<file path="src/rtl/static_bp_decode_pkg.sv">
// Shared RISC-V decode constants for the static branch predictor front end.
package static_bp_decode_pkg;

    localparam logic [6:0]  OP_JAL           = 7'b1101111;
    localparam logic [6:0]  OP_BRANCH        = 7'b1100011;
    localparam logic [6:0]  OP_JALR          = 7'b1100111;

    // Quadrant-1 compressed control-flow encodings
    localparam logic [1:0]  C_OP_CF          = 2'b01;
    localparam logic [2:0]  C_F3_JAL         = 3'b001;
    localparam logic [2:0]  C_F3_J           = 3'b101;
    localparam logic [2:0]  C_F3_BEQZ        = 3'b110;
    localparam logic [2:0]  C_F3_BNEZ        = 3'b111;

    localparam logic [31:0] NOP              = 32'h0000_0013;
    localparam logic [31:0] RESET_PC_DEFAULT = 32'h8000_0000;

endpackage

</file>
<file path="src/rtl/static_bp_imm_gen.sv">
// Combinational length detect, static taken/not-taken decision and
// sign-extended PC-relative offset for the word coming out of fetch.
module static_bp_imm_gen
    import static_bp_decode_pkg::*;
(
    input  logic [31:0] instr,
    output logic        is_compress,
    output logic        pred_taken,
    output logic [31:0] offset
);

    logic [31:0] j_imm;
    logic [31:0] b_imm;
    logic [31:0] cj_imm;
    logic [31:0] cb_imm;

    assign j_imm  = {{12{instr[31]}}, instr[19:12], instr[20], instr[30:21], 1'b0};
    assign b_imm  = {{20{instr[31]}}, instr[7], instr[30:25], instr[11:8], 1'b0};
    assign cj_imm = {{21{instr[12]}}, instr[8], instr[10:9], instr[6], instr[7],
                     instr[2], instr[11], instr[5:3], 1'b0};
    assign cb_imm = {{24{instr[12]}}, instr[6:5], instr[2], instr[11:10],
                     instr[4:3], 1'b0};

    always_comb begin
        is_compress = (instr[1:0] != 2'b11);
        pred_taken  = 1'b0;
        offset      = 32'd0;
        if (!is_compress) begin
            case (instr[6:0])
                OP_JAL: begin
                    pred_taken = 1'b1;
                    offset     = j_imm;
                end
                // Backward conditional branches are guessed taken (loop bias)
                OP_BRANCH: begin
                    pred_taken = instr[31];
                    offset     = b_imm;
                end
                OP_JALR: pred_taken = 1'b0;
                default: pred_taken = 1'b0;
            endcase
        end else if (instr[1:0] == C_OP_CF) begin
            case (instr[15:13])
                C_F3_J, C_F3_JAL: begin
                    pred_taken = 1'b1;
                    offset     = cj_imm;
                end
                C_F3_BEQZ, C_F3_BNEZ: begin
                    pred_taken = instr[12];
                    offset     = cb_imm;
                end
                default: pred_taken = 1'b0;
            endcase
        end
    end

endmodule

</file>
<file path="src/rtl/static_bp_decode.sv">
// ID-front: tracks the PC of each fetched word, predicts statically, steers
// fetch with a redirect and registers the slot into the ID/EX register.
module static_bp_decode
    import static_bp_decode_pkg::*;
#(
    parameter logic [31:0] RESET_PC = RESET_PC_DEFAULT,
    parameter int unsigned WARMUP   = 2
) (
    input  logic        clk,
    input  logic        reset,
    input  logic        enable,
    input  logic        flush_i,
    input  logic [31:0] flush_pc_i,
    input  logic [31:0] instruction_f_i,
    output logic [31:0] redirection_d_o,
    output logic        taken_d_o,
    output logic        is_compress_d_o,
    output logic [31:0] instruction_e_o,
    output logic [31:0] pc_e_o,
    output logic        pred_taken_e_o,
    output logic        valid_e_o
);

    logic [31:0] pc_reg;
    logic [1:0]  warm_cnt_reg;
    logic        shadow_reg;

    logic        pred_taken;
    logic [31:0] offset;
    logic [31:0] target;
    logic        cur_valid;
    logic        slot_taken;

    static_bp_imm_gen u_imm_gen (
        .instr       (instruction_f_i),
        .is_compress (is_compress_d_o),
        .pred_taken  (pred_taken),
        .offset      (offset)
    );

    assign target     = pc_reg + offset;
    assign cur_valid  = enable & ~flush_i & (warm_cnt_reg == 2'd0) & ~shadow_reg;
    assign slot_taken = cur_valid & pred_taken;

    // A later-stage flush always wins over our own prediction, even when stalled
    always_comb begin
        taken_d_o       = slot_taken;
        redirection_d_o = target;
        if (flush_i) begin
            taken_d_o       = 1'b1;
            redirection_d_o = flush_pc_i;
        end
    end

    always_ff @(posedge clk) begin
        if (reset) begin
            pc_reg          <= RESET_PC;
            warm_cnt_reg    <= 2'(WARMUP);
            shadow_reg      <= 1'b0;
            instruction_e_o <= NOP;
            pc_e_o          <= 32'd0;
            pred_taken_e_o  <= 1'b0;
            valid_e_o       <= 1'b0;
        end else if (flush_i) begin
            pc_reg          <= flush_pc_i;
            shadow_reg      <= 1'b1;
            instruction_e_o <= NOP;
            pred_taken_e_o  <= 1'b0;
            valid_e_o       <= 1'b0;
        end else if (enable) begin
            if (warm_cnt_reg != 2'd0) begin
                warm_cnt_reg    <= warm_cnt_reg - 2'd1;
                instruction_e_o <= NOP;
                pred_taken_e_o  <= 1'b0;
                valid_e_o       <= 1'b0;
            end else if (shadow_reg) begin
                // Fetch still delivers one wrong-path word after any redirect
                shadow_reg      <= 1'b0;
                instruction_e_o <= NOP;
                pred_taken_e_o  <= 1'b0;
                valid_e_o       <= 1'b0;
            end else begin
                pc_reg          <= slot_taken ? target
                                 : pc_reg + (is_compress_d_o ? 32'd2 : 32'd4);
                shadow_reg      <= slot_taken;
                instruction_e_o <= instruction_f_i;
                pc_e_o          <= pc_reg;
                pred_taken_e_o  <= slot_taken;
                valid_e_o       <= 1'b1;
            end
        end
    end

endmodule

</file>
<file path="config.mk">
export PLATFORM = sky130hd
export DESIGN_NAME = static_bp_decode
export DESIGN_NICKNAME = d
export VERILOG_FILES = /design/src/rtl/static_bp_decode_pkg.sv /design/src/rtl/static_bp_imm_gen.sv /design/src/rtl/static_bp_decode.sv
export SDC_FILE = /design/constraint.sdc
export NUM_CORES = 1
export LEC_CHECK = 0
export ABC_AREA = 1
export CORE_MARGIN = 2
export CORE_UTILIZATION = 30
export CTS_CLUSTER_DIAMETER = 120
export DETAILED_ROUTE_END_ITERATION = 10
export HOLD_SLACK_MARGIN = 0.02
export PLACE_DENSITY = 0.55
export SLEW_MARGIN = 0
export SYNTH_ARGS = -nofsm -noshare
export SYNTH_HDL_FRONTEND = slang
export SYNTH_SLANG_ARGS = --single-unit
</file>
<file path="constraint.sdc">
create_clock -name clk -period 3.59 [get_ports clk]
set_clock_uncertainty 0.1 [all_clocks]
set_input_delay 0.718 -clock clk [delete_from_list [all_inputs] [get_ports clk]]
set_output_delay 0.718 -clock clk [all_outputs]
set_load 0.01 [all_outputs]
</file>
==> results.cfg, run 1 <==
[routing]
drt_drc_violations_left = 0
wire_length_per_cell_um = 17.0
total_vias_in_the_final_route = 10078
wl_um = 34800
drtPass1Iterations = 5
drc_marker_count_from_the_first_detailed_route_iteration = 620
antenna_violating_nets_post_route = 0
detail_route.vias_per_cell = 4.93

[worst_hold_path]
hold_path_depth = 2
hold_path.class = reg -> reg

[floorplanning]
design.die.area_mm2 = 0.0275
die_h_um = 166
initial_core_util_pct = 30.4
die_w_um = 166
top_level_ports = 168
core_region_area_mm2 = 0.0259
core.rowCount = 59

[yosys]
postSynth.asyncResetShare_pct = 0
yosys.cell_count.top_type = sky130_fd_sc_hd__nand2_1
postSynthAreaPerCell_um2 = 5.84
synth_area_mm2 = 0.00787
synth_fa_ha_area_share_pct = 5.75
main_combinational_cell_family_by_area_after_synthesis = simple AND/OR/NAND/NOR gates
synth_simple_gate_area_share_pct = 37.5
synth_seq_area_share_pct = 25.7
synth_top_flop_cell = sky130_fd_sc_hd__dfxtp_1
synth_enable_flop_cells = 0
synth_top_cells_by_count = sky130_fd_sc_hd__nand2_1, sky130_fd_sc_hd__inv_1, sky130_fd_sc_hd__a21oi_1
synth_cell_type_count = 43
synth.top_cells.by_area = sky130_fd_sc_hd__dfxtp_1, sky130_fd_sc_hd__nand2_1, sky130_fd_sc_hd__inv_1
synth_seq_cells = 101
top_cell_type_by_total_area_after_synthesis = sky130_fd_sc_hd__dfxtp_1
syn-instance-count = 1348
mappedNetlistNets = 1451
post_synth_xor_area_fraction_pct = 2.78
synth.mux.area_fraction_pct = 0
synth_compound_area_share_pct = 16.5
synthDominantCellAreaShare_pct = 25.7
synth_warnings = 0

[placed_design]
numPortBuffers = 167
numPlacedInstances = 1978
detailedPlacementHpwl_um = 25900
place_congestion = 0.970
pre_cts_ws_ps = -1530

[run_status]
failed_checks = negative setup slack
run_status = finished with violations

[cells_and_area]
post_layout_nonfiller_instances = 2045
antenna_cells = 0
finish.net_count = 1808
fillCellCount = 2620
areaGrowthSynthToFinish_pct = 69.4
post_route_cells_drive_above_1_share_pct = 34.7
utilization_pct = 51.4

[setup_path]
timing_worst_setup_path_type = in -> out
critical_path.startpoint_type = input pin
critPathRequiredTime_ps = 2770
timing.reg2reg.worst_path_depth = 11
critPathMaxFanout = 4
crit_arrival_ps = 3170
critical_path.endpoint_type = output pin
slack_of_the_worst_reg_to_reg_path_ps = 920

[global_routing]
grtUsageMet2_pct = 43.0
total_global_route_track_usage_pct = 24.7
met1_usage_pct = 29.6
vias_in_the_first_global_route = 10236
gr-usage-met3_pct = 4.69
grt_antenna_before_repair = 0
grt_remaining_overflow = 0
grt_pass1_wl_um = 54200
busiest_layer = met2
grt_max_degree = 55

[cts]
cts_sinks = 101
clock_tree.htree_level_count = 3
cts_tree = done
clkSlewWorstSetupHoldPaths_ps = 90
insertion_delay_ps = 370
ctsLongestPathBuffers = 2
cts_root_buf = sky130_fd_sc_hd__clkbuf_16
cts_hold_buf = 0
cts_buffers = 9

[sta]
setup_violations = 27
period_needed_ps = 3990
slew_headroom_pct = 40.7
hold_viol = 0
layout_setup_ws_ps = -401
setup_tns_ps = -8290
fmax_mhz = 251
timing.final.max_slew_violations = 0
rsz0062_at_grt = true
timing_worst_slew_pin_value_ps = 889
layout_worst_path_cycle_share_pct = 111

[pwr]
leakagePower_nw = 6.10
worst_ir_drop_vdd_mv = 0.207
power.density_mw_per_mm2 = 267

[flow_run]
maxCapViolations = 0
[logic make-up after synthesis]
kind of cell,after synthesis
fa+ha+maj,35
flops,101
compound gates,244
simple gates,705
buf+inv,238
xor+xnor,25
[worst paths after layout]
path / endpoint / start
min: instruction_e_o[25] / instruction_e_o[25]
min reg2reg: instruction_e_o[25] / instruction_e_o[25]
max: redirection_d_o[21] / instruction_f_i[1]
max reg2reg: pc_reg[11] / warm_cnt_reg[0]
[report_power, final]
| group | switching, mW | internal [mW] |
|---|---|---|
| clock network | 0.514 | 0.574 |
| registers | 0.0562 | 1.16 |
| logic | 0.666 | 0.589 |
| total | 1.24 | 2.32 |
[through the flow]
step	area, µm²	hold WS, ps	power [mW]
2_1_floorplan	8030	343	1.68
3_3_place_gp	11200	350	2.22
3_5_place_dp	11200	357	2.22
4_1_cts	12800	370	3.50
5_1_grt	13300	385	3.73
6_report	13300	368	3.56
[cell type report]
class	count	area [µm²]	share of cell area (%)
multi-input combinational	1009	6440	48.3
timing repair buffer	388	3360	25.2
sequential	101	2020	15.2
inverter	195	762	5.72
tap	335	419	3.14
clock buffer	10	239	1.79
clock inverter	6	76.3	0.573
timing repair inverter	1	16.3	0.122
[metal layers]
metal / wire length, µm / part of all wire, % / vias to the layer above
met2: 16800 / 48 / 324
met4: 1320 / 3.8 / 0
met3: 1870 / 5.4 / 60
li1: - / - / 5039
met5: 0 / 0 / -
met1: 14800 / 43 / 4655
[timing repair]
item                                    in CTS  in global routing
gates cloned                                 2                  0
pin swaps                                  118                 87
buffers inserted                            34                 18
gates resized for setup                    457                130
endpoints found under the setup margin      37                 30
[critical path, stage by stage]
cell and delay [ps]:
sky130_fd_sc_hd__buf_8 110, sky130_fd_sc_hd__buf_6 110, sky130_fd_sc_hd__nor2_4 150, sky130_fd_sc_hd__buf_6 130, sky130_fd_sc_hd__buf_4 110, sky130_fd_sc_hd__nand3_1 110, sky130_fd_sc_hd__nand3_2 140, sky130_fd_sc_hd__ha_4 220
sky130_fd_sc_hd__a21oi_2 190, sky130_fd_sc_hd__nand2_4 100, sky130_fd_sc_hd__buf_4 140, sky130_fd_sc_hd__buf_4 120, sky130_fd_sc_hd__nand4_1 200, sky130_fd_sc_hd__nand4_1 240, sky130_fd_sc_hd__nand3_2 170, sky130_fd_sc_hd__o21ai_2 70
sky130_fd_sc_hd__buf_2 140
[cells in the final DEF, fill, tap and decap left out, drive strengths merged, types with 7 or more instances in the layout]
master and n:
nand2 452, buf 255, inv 197, clkdlybuf4s50 118, a21oi 116, nand3 106, dfxtp 101, nor2 100
o21ai 99, ha 33, nor3 21, nand4 19, xor2 16, clkbuf 13, xnor2 9, o22ai 7
Power figures use the tool's default switching activity.
==> run 2, diff against run 1 <==
--- a/config.mk
+++ b/config.mk
@@ -12,6 +12,7 @@
 export DETAILED_ROUTE_END_ITERATION = 10
 export HOLD_SLACK_MARGIN = 0.02
 export PLACE_DENSITY = 0.55
+export SETUP_SLACK_MARGIN = 0.4
 export SLEW_MARGIN = 0
 export SYNTH_ARGS = -nofsm -noshare
 export SYNTH_HDL_FRONTEND = slang
==> run 2 against run 1 <==
Net effect:
- the flow still finishes with violations (negative setup slack)
- global-route usage fell by 0.37 points
- first-iteration DRC count rose by 15%
- critical path depth rose by 4
- worst hold slack about the same
- die area did not move
- clock power is 7% lower
- sequential power hardly changed
- register-to-register slack worse by 630 ps
- combinational power is 3% higher
- core utilization increased by 1.5 points
- count of clock-buffer cells in the layout is the same
- critical endpoint is now redirection_d_o[31]
==> results.cfg, run 2 (synthesized netlist as in run 1, its figures left out) <==
[flow_run]
maxCapViolations = 0

[global_routing]
grt_max_degree = 56
grt_pass1_wl_um = 53600
total_global_route_track_usage_pct = 24.3
grt_antenna_before_repair = 0
vias_in_the_first_global_route = 9995
grt_remaining_overflow = 0

[routing]
antenna_violating_nets_post_route = 0
wl_um = 34700
total_vias_in_the_final_route = 10179
wire_length_per_cell_um = 16.8
drt_drc_violations_left = 0
detail_route.vias_per_cell = 4.93
drc_marker_count_from_the_first_detailed_route_iteration = 710
drtPass1Iterations = 5

[setup_path]
path_cells = buf_8 -> buf_6 -> nor2_4 -> nand2_2 -> buf_6 -> o211ai_1 -> ha_2 -> fa_2 -> nand3_4 -> nand2_4 -> nand2_4 -> nand2_4 -> inv_2 -> o21bai_4 -> nand2_2 -> nand2_2 -> nand3_2 -> nand2_1 -> nand2_1 -> nand2_2 -> buf_6
critical_path.reg2reg.endpoint = pc_reg[21]
slack_of_the_worst_reg_to_reg_path_ps = 290
critPathMaxStageDelay_ps = 300
critPathRequiredTime_ps = 2770
timing.critical_path.max_delay_family = simple AND/OR/NAND/NOR gates
critical-path-slowest-cell = sky130_fd_sc_hd__o211ai_1
critical_path.most_common_cell = sky130_fd_sc_hd__nand2_2
crit_arrival_ps = 3220
critical_path.startpoint_type = input pin
timing_worst_setup_path_type = in -> out
timing.reg2reg.worst_path_depth = 20
critPathLaunch = instruction_f_i[1]
timing.rr.start = pc_reg[4]
buffering_stage_count_on_the_worst_path_with_inverters_included = 5
critical_path.endpoint_type = output pin
critPathMaxFanout = 4
setup.worst_path.end = redirection_d_o[31]
crit_cells = 21

[cells_and_area]
post_layout_nonfiller_instances = 2065
commonest_cells_after_routing_fill_and_taps_aside = sky130_fd_sc_hd__nand2_1, sky130_fd_sc_hd__buf_4, sky130_fd_sc_hd__inv_1
utilization_pct = 52.9
fillCellCount = 2541
finish.net_count = 1828
areaGrowthSynthToFinish_pct = 74.2
antenna_cells = 0
post_route_cells_drive_above_1_share_pct = 34.3
layout.cells.most_common = sky130_fd_sc_hd__nand2_1

[sta]
timing.final.max_slew_violations = 0
layout_setup_ws_ps = -453
setup_violations = 31
period_needed_ps = 4040
setup_tns_ps = -11300
slew_headroom_pct = 61.2
hold_viol = 0
rsz0062_at_grt = true
layout_worst_path_cycle_share_pct = 113
timing_worst_slew_pin_value_ps = 578
fmax_mhz = 247

[floorplanning]
die_h_um = 166
initial_core_util_pct = 30.4
die_w_um = 166
top_level_ports = 168
design.die.area_mm2 = 0.0275
core.rowCount = 59
core_region_area_mm2 = 0.0259

[cts]
clock_tree.htree_level_count = 3
cts_sinks = 101
cts_tree = done
cts_hold_buf = 0
insertion_delay_ps = 370
cts_root_buf = sky130_fd_sc_hd__clkbuf_16
ctsLongestPathBuffers = 2
clkSlewWorstSetupHoldPaths_ps = 80
cts_buffers = 9

[pwr]
power.share.sequential_pct = 34.6
internal_power_mw = 2.28
net-switching-power_mw = 1.23
switching_share_pct = 35.0
worst_ir_drop_vdd_mv = 0.186
power.density_mw_per_mm2 = 256
post-layout-total-power_mw = 3.51
clock_power_share_pct = 28.6
combinationalPowerShare_pct = 36.7
leakagePower_nw = 6.28

[run_status]
failed_checks = negative setup slack
run_status = finished with violations

[placed_design]
detailedPlacementHpwl_um = 26200
pre_cts_ws_ps = -1650
numPlacedInstances = 1977
place_congestion = 0.960
numPortBuffers = 167

[worst_hold_path]
hold_path_depth = 2
hold_path.class = reg -> reg
[run 2: changes by cell type in the layout (fill, tap and decap cells not counted), sizes merged]
cell           change
clkdlybuf4s15      -3
clkbuf             -2
buf               +22
dlygate4sd2        +1
bufinv             -1
a31oi              +1
nand2              +1
clkinvlp           +2
dlymetal6s2s       -1
[run 2: worst min-delay path, delay by kind of cell (launching register included)]
kind,cells,cell delay [ps]
AND/OR/NAND/NOR,1,60
flip-flops,1,320
AO/OA/AOI/OAI,1,50
[run 2: cell type report]
cell class	count	area, µm²	share of cell area, %
Sequential cell	101	2020	14.7
Inverter	195	767	5.59
Multi-Input combinational cell	1011	6550	47.8
Timing Repair Buffer	405	3640	26.6
Clock inverter	6	52.6	0.383
Timing Repair inverter	2	20.0	0.146
Clock buffer	10	239	1.74
Tap cell	335	419	3.06
[run 2: power groups by stage]
stage / Sequential (mW) / Clock (mW) / Combinational [mW]
2_1_floorplan: 1.23 / 0 / 0.492
3_3_place_gp: 1.24 / 0 / 1.02
3_5_place_dp: 1.24 / 0 / 1.02
4_1_cts: 1.21 / 1.02 / 1.18
5_1_grt: 1.22 / 1.06 / 1.39
6_report: 1.22 / 1.01 / 1.29
[run 2: layer usage]
layer / vias to the layer above / share of wire, % / global-route usage (%)
met4: 0 / 1.9 / 6.16
li1: 5071 / - / -
met3: 35 / 6.0 / 4.24
met5: - / 0 / 0
met1: 4740 / 43 / 31.1
met2: 333 / 49 / 42.4
[run 2: what timing repair did]
item / 4_1_cts / 5_1_grt
pin swaps: 102 / 91
gates resized for setup: 391 / 152
setup endpoints to repair: 60 / 57
gates cloned: 3 / 1
buffers inserted: 55 / 13
[run 2: worst min-delay path by stage]
stage                                    from                   to
after floorplan               warm_cnt_reg[1]      warm_cnt_reg[1]
after CTS                 instruction_e_o[18]  instruction_e_o[18]
after global placement        warm_cnt_reg[1]      warm_cnt_reg[1]
final                     instruction_e_o[18]  instruction_e_o[18]
after global routing      instruction_e_o[18]  instruction_e_o[18]
after detailed placement  instruction_e_o[18]  instruction_e_o[18]
[run 2: metrics by stage]
| stage | hold slack, ps | instance area, µm² |
|---|---|---|
| after floorplan | 343 | 8270 |
| after global placement | 351 | 11500 |
| after detailed placement | 354 | 11500 |
| after CTS | 366 | 13000 |
| after global routing | 382 | 13700 |
| final | 368 | 13700 |
